## config.mk

```make
export PLATFORM = sky130hd
export DESIGN_NAME = muldiv_unit_flat
export DESIGN_NICKNAME = d
export VERILOG_FILES = /design/src/rtl/muldiv_pkg.sv /design/src/rtl/muldiv_unit_if.sv /design/src/rtl/md_step.sv /design/src/rtl/muldiv_unit.sv /design/src/flat_wrapper.sv
export SDC_FILE = /design/constraint.sdc
export NUM_CORES = 1
export LEC_CHECK = 0
export BUFFER_PORTS_ARGS = -buffer_cell sky130_fd_sc_hd__buf_2
export CAP_MARGIN = 20
export CORE_UTILIZATION = 60
export DETAILED_ROUTE_END_ITERATION = 8
export GPL_ROUTABILITY_DRIVEN = 0
export PLACE_DENSITY = 0.81
export SETUP_SLACK_MARGIN = 0.3
export SYNTH_ARGS = -nofsm -noshare
export SYNTH_HDL_FRONTEND = slang
export SYNTH_SLANG_ARGS = --single-unit
export TNS_END_PERCENT = 20
```

## constraint.sdc

```tcl
create_clock -name clk -period 14.3 [get_ports clk]
set_input_delay 0.715 -clock clk [delete_from_list [all_inputs] [get_ports clk]]
set_output_delay 0.715 -clock clk [all_outputs]
set_load 0.01 [all_outputs]
```

## src/rtl/muldiv_pkg.sv

```systemverilog
// Shared types and elaboration helpers for the iterative multiply/divide unit.
package muldiv_pkg;

  typedef enum logic [1:0] {
    MD_MULT  = 2'b00,
    MD_MULTU = 2'b01,
    MD_DIV   = 2'b10,
    MD_DIVU  = 2'b11
  } md_op_t;

  typedef enum logic [1:0] {
    IDLE = 2'b00,
    RUN  = 2'b01,
    FIX  = 2'b10
  } md_state_t;

  // Number of RUN cycles for an operation.
  function automatic int unsigned md_iters(input int unsigned width, input int unsigned unroll);
    return width / unroll;
  endfunction

  // Legal WIDTH/UNROLL combination: even width >= 4, unroll divides width.
  function automatic bit md_cfg_ok(input int unsigned width, input int unsigned unroll);
    return (width >= 4) && ((width % 2) == 0) && (unroll != 0) && ((width % unroll) == 0);
  endfunction

endpackage

```

## src/rtl/muldiv_unit_if.sv

```systemverilog
// Controller <-> multiply/divide unit signal bundle.
interface muldiv_unit_if #(
  parameter int unsigned WIDTH = 32
);
  import muldiv_pkg::*;

  logic             start;
  md_op_t           op;
  logic [WIDTH-1:0] a;
  logic [WIDTH-1:0] b;
  logic             mt_we;
  logic             mt_sel;
  logic [WIDTH-1:0] mt_data;
  logic             busy;
  logic             done;
  logic [WIDTH-1:0] hi;
  logic [WIDTH-1:0] lo;

  modport master (
    output start, op, a, b, mt_we, mt_sel, mt_data,
    input  busy, done, hi, lo
  );

  modport slave (
    input  start, op, a, b, mt_we, mt_sel, mt_data,
    output busy, done, hi, lo
  );

endinterface

```

## src/rtl/md_step.sv

```systemverilog
// One radix-2 iteration: shift-add multiply or restoring-divide step.
// Multiply: {hi,lo} = accumulator:multiplier, m = multiplicand.
// Divide:   hi = partial remainder, lo = dividend/quotient, m = divisor.
module md_step #(
  parameter int unsigned WIDTH = 32
) (
  input  logic             is_div,
  input  logic [WIDTH-1:0] m,
  input  logic [WIDTH-1:0] hi_i,
  input  logic [WIDTH-1:0] lo_i,
  output logic [WIDTH-1:0] hi_o,
  output logic [WIDTH-1:0] lo_o
);

  logic [WIDTH:0] sum;
  logic [WIDTH:0] shl;

  // Conditional add then right shift, or trial subtract with restore then left shift.
  always_comb begin
    sum  = {1'b0, hi_i} + (lo_i[0] ? {1'b0, m} : '0);
    shl  = {hi_i, lo_i[WIDTH-1]};
    hi_o = sum[WIDTH:1];
    lo_o = {sum[0], lo_i[WIDTH-1:1]};
    if (is_div) begin
      if (shl >= {1'b0, m}) begin
        hi_o = WIDTH'(shl - {1'b0, m});
        lo_o = {lo_i[WIDTH-2:0], 1'b1};
      end else begin
        hi_o = shl[WIDTH-1:0];
        lo_o = {lo_i[WIDTH-2:0], 1'b0};
      end
    end
  end

endmodule

```

## src/rtl/muldiv_unit.sv

```systemverilog
// Iterative MIPS multiply/divide unit with HI/LO result registers.
module muldiv_unit
  import muldiv_pkg::*;
#(
  parameter int unsigned WIDTH  = 32,
  parameter int unsigned UNROLL = 1
) (
  input  logic          clk,
  input  logic          reset,
  muldiv_unit_if.slave  bus
);

  localparam int unsigned N     = md_iters(WIDTH, UNROLL);
  localparam int unsigned CNT_W = (N > 1) ? $clog2(N) : 1;

  if (!md_cfg_ok(WIDTH, UNROLL)) begin : g_cfg_check
    $error("muldiv_unit: unsupported WIDTH/UNROLL combination");
  end

  md_state_t          state_q, state_d;
  logic [CNT_W-1:0]   cnt_q, cnt_d;
  logic [WIDTH-1:0]   m_q, m_d;
  logic [WIDTH-1:0]   wh_q, wh_d;
  logic [WIDTH-1:0]   wl_q, wl_d;
  logic               sa_q, sa_d;
  logic               sb_q, sb_d;
  logic               div_q, div_d;
  logic [WIDTH-1:0]   hi_q, hi_d;
  logic [WIDTH-1:0]   lo_q, lo_d;
  logic               done_q, done_d;

  logic               op_signed;
  logic               op_div;
  logic               div_zero;
  logic               a_neg;
  logic               b_neg;
  logic [WIDTH-1:0]   abs_a;
  logic [WIDTH-1:0]   abs_b;
  logic [2*WIDTH-1:0] prod;

  logic [WIDTH-1:0]   chain_hi [UNROLL+1];
  logic [WIDTH-1:0]   chain_lo [UNROLL+1];

  assign chain_hi[0] = wh_q;
  assign chain_lo[0] = wl_q;

  for (genvar i = 0; i < UNROLL; i++) begin : g_step
    md_step #(.WIDTH(WIDTH)) u_step (
      .is_div (div_q),
      .m      (m_q),
      .hi_i   (chain_hi[i]),
      .lo_i   (chain_lo[i]),
      .hi_o   (chain_hi[i+1]),
      .lo_o   (chain_lo[i+1])
    );
  end

  // State and datapath registers.
  always_ff @(posedge clk or posedge reset) begin
    if (reset) begin
      state_q <= IDLE;
      cnt_q   <= '0;
      m_q     <= '0;
      wh_q    <= '0;
      wl_q    <= '0;
      sa_q    <= 1'b0;
      sb_q    <= 1'b0;
      div_q   <= 1'b0;
      hi_q    <= '0;
      lo_q    <= '0;
      done_q  <= 1'b0;
    end else begin
      state_q <= state_d;
      cnt_q   <= cnt_d;
      m_q     <= m_d;
      wh_q    <= wh_d;
      wl_q    <= wl_d;
      sa_q    <= sa_d;
      sb_q    <= sb_d;
      div_q   <= div_d;
      hi_q    <= hi_d;
      lo_q    <= lo_d;
      done_q  <= done_d;
    end
  end

  // Next-state: operand capture, iteration, sign fix-up and HI/LO writes.
  always_comb begin
    state_d   = state_q;
    cnt_d     = cnt_q;
    m_d       = m_q;
    wh_d      = wh_q;
    wl_d      = wl_q;
    sa_d      = sa_q;
    sb_d      = sb_q;
    div_d     = div_q;
    hi_d      = hi_q;
    lo_d      = lo_q;
    done_d    = 1'b0;
    op_signed = (bus.op == MD_MULT) || (bus.op == MD_DIV);
    op_div    = bus.op[1];
    div_zero  = op_div && (bus.b == '0);
    // Divide-by-zero keeps raw a so the remainder path shifts it back out unchanged.
    a_neg     = op_signed && bus.a[WIDTH-1] && !div_zero;
    b_neg     = op_signed && bus.b[WIDTH-1] && !div_zero;
    abs_a     = a_neg ? WIDTH'(-bus.a) : bus.a;
    abs_b     = b_neg ? WIDTH'(-bus.b) : bus.b;
    prod      = {wh_q, wl_q};

    case (state_q)
      IDLE: begin
        if (bus.mt_we) begin
          if (bus.mt_sel) hi_d = bus.mt_data;
          else            lo_d = bus.mt_data;
        end
        if (bus.start) begin
          m_d     = op_div ? abs_b : abs_a;
          wl_d    = op_div ? abs_a : abs_b;
          wh_d    = '0;
          sa_d    = a_neg;
          sb_d    = b_neg;
          div_d   = op_div;
          cnt_d   = '0;
          state_d = RUN;
        end
      end
      RUN: begin
        wh_d  = chain_hi[UNROLL];
        wl_d  = chain_lo[UNROLL];
        cnt_d = cnt_q + CNT_W'(1);
        if (cnt_q == CNT_W'(N - 1)) state_d = FIX;
      end
      FIX: begin
        if (div_q) begin
          lo_d = (sa_q ^ sb_q) ? WIDTH'(-wl_q) : wl_q;
          hi_d = sa_q ? WIDTH'(-wh_q) : wh_q;
        end else begin
          if (sa_q ^ sb_q) prod = (2*WIDTH)'(-prod);
          hi_d = prod[2*WIDTH-1:WIDTH];
          lo_d = prod[WIDTH-1:0];
        end
        done_d  = 1'b1;
        state_d = IDLE;
      end
      default: state_d = IDLE;
    endcase
  end

  assign bus.busy = (state_q != IDLE);
  assign bus.done = done_q;
  assign bus.hi   = hi_q;
  assign bus.lo   = lo_q;

endmodule

```

## src/flat_wrapper.sv

```systemverilog
// flat-port wrapper written by rule: the top's interface ports become plain ports
module muldiv_unit_flat import muldiv_pkg::*;
#(
  parameter int unsigned WIDTH  = 32,
  parameter int unsigned UNROLL = 1
)
  (clk, reset, bus_start, bus_op, bus_a, bus_b, bus_mt_we, bus_mt_sel, bus_mt_data, bus_busy, bus_done, bus_hi, bus_lo);
  muldiv_unit_if #(.WIDTH(WIDTH)) bus_i ();
  input  logic clk;
  input  logic reset;
  input wire logic [$bits(bus_i.start)-1:0] bus_start;
  input wire logic [$bits(bus_i.op)-1:0] bus_op;
  input wire logic [$bits(bus_i.a)-1:0] bus_a;
  input wire logic [$bits(bus_i.b)-1:0] bus_b;
  input wire logic [$bits(bus_i.mt_we)-1:0] bus_mt_we;
  input wire logic [$bits(bus_i.mt_sel)-1:0] bus_mt_sel;
  input wire logic [$bits(bus_i.mt_data)-1:0] bus_mt_data;
  output wire logic [$bits(bus_i.busy)-1:0] bus_busy;
  output wire logic [$bits(bus_i.done)-1:0] bus_done;
  output wire logic [$bits(bus_i.hi)-1:0] bus_hi;
  output wire logic [$bits(bus_i.lo)-1:0] bus_lo;
  assign bus_i.start = bus_start;
  assign bus_i.op = bus_op;
  assign bus_i.a = bus_a;
  assign bus_i.b = bus_b;
  assign bus_i.mt_we = bus_mt_we;
  assign bus_i.mt_sel = bus_mt_sel;
  assign bus_i.mt_data = bus_mt_data;
  assign bus_busy = bus_i.busy;
  assign bus_done = bus_i.done;
  assign bus_hi = bus_i.hi;
  assign bus_lo = bus_i.lo;
  muldiv_unit #(.WIDTH(WIDTH), .UNROLL(UNROLL)) u_core (.clk(clk), .reset(reset), .bus(bus_i));
endmodule
```

==> impl_results.md <==
- Mapped Area: 14700 um2
- Placed Cells: 2225
- Avg Cell Area, Syn: roughly 8.1 um2
- RR Startpoint: u_core.wh_q[23]
- Final wirelength: 49400 um
- Sequential-to-total area share from yosys stat: 0.291
- CP dominant cell by count: nand4_1
- Syn Nets: 1996
- Die X: roughly 160 um
- Initial core utilization: 0.618
- Max Clock Freq: roughly 230 MHz
- Largest cells by area after synthesis: dfrtp_1 29%, mux2i_1 7.2%, o21ai_0 6.4%, ha_1 6.0%, nand2_1 5.5%
- Cell taking the most area after synthesis: dfrtp_1
- CTS tree: done
- Setup TNS: 0 ps
- Slowest cell on crit path: a41oi_1
- Least-Margin Pin Slew: 1130 ps
- Die Span Y: 158 um
- Max-slew violation count: 0
- Post-CTS sizing: 0
- Vias per cell: 6.68
- Fill cell count: 1899
- Post-Layout Cell Count: 2261
- Clock Skew: 15.6 ps
- Critical path endpoint: u_core.wh_q[27]
- Initial antenna violation count: 0
- Run status: complete, no violations
- Post-synth top flop: dfrtp_1
- Via count: 15100
- Flop and latch count out of synthesis: 171
- Worst-Skew Late Latency: roughly 460 ps
- Post-synth EDFFs: 0
- FF-to-FF path depth: 11
- Number of hold violations in the final report: 0
- Drt wl/cell: around 22 um
- Syn. warnings: 0
- Reg2reg setup slack: between 9000 and 10000 ps
- Initial DRC Count: 1670
- I/O Pins: roughly 170
- Count of standard-cell rows: between 50 and 60
- CP max FO: 12
- CP Launch Type: flop
- CTS H-tree depth: 4
- Full die area: about 25000 um2
- Detail Route Antenna Nets: 0
- R2R Path End: u_core.wh_q[27]
- Sinks on Clock Net: 171
- Placement Setup Slack: between 9000 and 10000 ps
- Worst vdd rail ir drop: 0.227 mV
- Detailed placement HPWL: 36300 um
- Worst setup margin: around 9900 ps
- CP peak stage delay: 870 ps
- Grt ovf: 0
- DR DRC count: 0
- Sequential standard cell area: approximately 4300 um2
- # diodes: 0
- Hold-fix buffers, CTS: 0
- Worst path arrival time: 4710 ps
- Crit Path Class: flop to flop
- Clk buf depth: 2
- Rel. slew slack: 0.238
- First-pass GRT wire length: 75800 um
- RSZ-0062 raised after global routing: no
- Critical Path RT: between 10000 and 15000 ps
- Reg clk slew, reported paths: 80 ps
- Total Nets Final: ~2100
- I/O Buffers: 168
- Max Cap Viol: 0
- Power Density: 283 nW/um2
- Final setup fails: 0
- LEAKAGE: 0.00729 uW
- Yosys top cell area share: 0.291
- Total CTS buffers: 17
- Synth async-reset ratio: 1.00
- Clock root cell: clkbuf_16
- DRT Pass-1 Iters: 8
- Post-route minimum period: 4360 ps
- Vias in the first global route: 14100
- Multi-input logic area: just under 10000 um2
- Tcrit/Tclk final: 0.305
- Overall Global Routing Usage: 0.399
- Core footprint: ~24000 um2
- Worst Setup SP: u_core.wh_q[23]
- Largest net degree at the start of global routing: approximately 120
- Worst-path cell chain: ha_1 -> and3_1 -> nand4_1 -> nor3_1 -> nand4_1 -> o21ai_0 -> a41oi_1 -> nand2_1 -> buf_4 -> mux2i_1 -> a211oi_1
- Share of layout cells above drive strength 1: 0.132
- Post-CTS setup buffers: 0
- Mapped Cells: 1821
- Worst hold path class: primary input to async pin
- Synth cell types: 78
- Synth-to-Final Area Change: 11.8%
- Crit path capture type: flop
through the flow:
step	utilization	hold WS, ps	power [uW]	area [um2]
finish	0.691	289	4640	16400
global route	0.691	324	4930	16400
CTS	0.688	501	4510	16300
detailed placement	0.661	475	4000	15700
global placement	0.661	469	3910	15700
floorplan	-	449	3150	14700
cell usage in the layout (no fill, tap or decap), drive strengths merged, types with 5 or more instances in the layout:
cell type,count
a211oi,23
a21o,35
a21oi,147
a221oi,5
a22oi,17
a311o,7
a31oi,14
a32oi,5
and2,12
and3,10
buf,188
clkbuf,17
clkinv,10
dfrtp,171
ha,70
inv,69
mux2,10
mux2i,106
nand2,217
nand2b,13
nand3,26
nand4,12
nor2,129
nor2b,15
nor3,54
nor4,13
o211a,6
o211ai,11
o21a,11
o21ai,192
o21bai,9
o221ai,23
o31ai,24
o41ai,10
or3,14
or4,13
xnor2,93
xor2,82
synth_stat cells, types with 54 or more instances:
cell type	count
nand2_1	217
o21ai_0	188
dfrtp_1	171
a21oi_1	147
nor2_1	129
mux2i_1	106
xnor2_1	93
xor2_1	82
clkbuf_1	79
ha_1	70
inv_1	64
nor3_1	54
metal layers:
| layer | global-route usage | vias up | part of all wire |
|---|---|---|---|
| met5 | 0 | - | 0 |
| met2 | 0.608 | 1022 | 0.43 |
| met1 | 0.513 | 7045 | 0.39 |
| met4 | 0.231 | 0 | 0.065 |
| met3 | 0.0993 | 222 | 0.12 |
| li1 | - | 6818 | - |
power by group:
group	internal (uW)	total [uW]	leakage (uW)	switching, uW
combinational	1240	3030	0.00494	1790
clock	242	497	0.000304	254
sequential	732	1120	0.00205	387
total	2210	4640	0.00729	2430
cell families (layout without fill, tap and decap cells):
group,count (synthesis),in the layout,synth area share
simple gates,550,550,0.174
flops,171,171,0.291
xor+xnor,175,175,0.104
fa+ha+maj,72,72,0.0624
compound gates,574,574,0.245
mux,116,116,0.0799
buf+inv,163,284,0.0424
flip-flops by register name (all words and copies together), names as in the netlist, 2 cells and up:
name,flops
u_core.bus.hi,32
u_core.bus.lo,32
u_core.cnt_q,5
u_core.m_q,32
u_core.state_q,2
u_core.wh_q,32
u_core.wl_q,32
worst min path at each step:
| stage | startpoint | end | slack (ps) | depth (start not counted) |
|---|---|---|---|---|
| 2_1_floorplan | u_core.cnt_q[3] | u_core.cnt_q[3] | 450 | 1 |
| 3_3_place_gp | u_core.m_q[10] | u_core.m_q[10] | 470 | 2 |
| 4_1_cts | u_core.m_q[2] | u_core.m_q[2] | 500 | 2 |
| 6_report | reset | u_core.bus.lo[15] | 290 | 2 |
| 3_5_place_dp | u_core.m_q[10] | u_core.m_q[10] | 480 | 2 |
| 5_1_grt | reset | u_core.bus.hi[22] | 320 | 2 |
layout make-up:
| class | instances | area share |
|---|---|---|
| multi-input cells | 1487 | 0.598 |
| well taps | 319 | 0.0243 |
| clock buffers | 17 | 0.0259 |
| flip-flops and latches | 171 | 0.261 |
| clock inverters | 15 | 0.0129 |
| inverters | 64 | 0.0149 |
| repair buffers | 188 | 0.0635 |
critical path: cells and delay by family, from the launching register on:
kind                     cells  cell delay [ps]
AO/OA/AOI/OAI                3             1270
adder cells (fa/ha/maj)      1              400
flip-flops                   1              710
buffers and inverters        1              400
multiplexers                 1              160
AND/OR/NAND/NOR              5             1300
(Power assumes the default switching activity.)
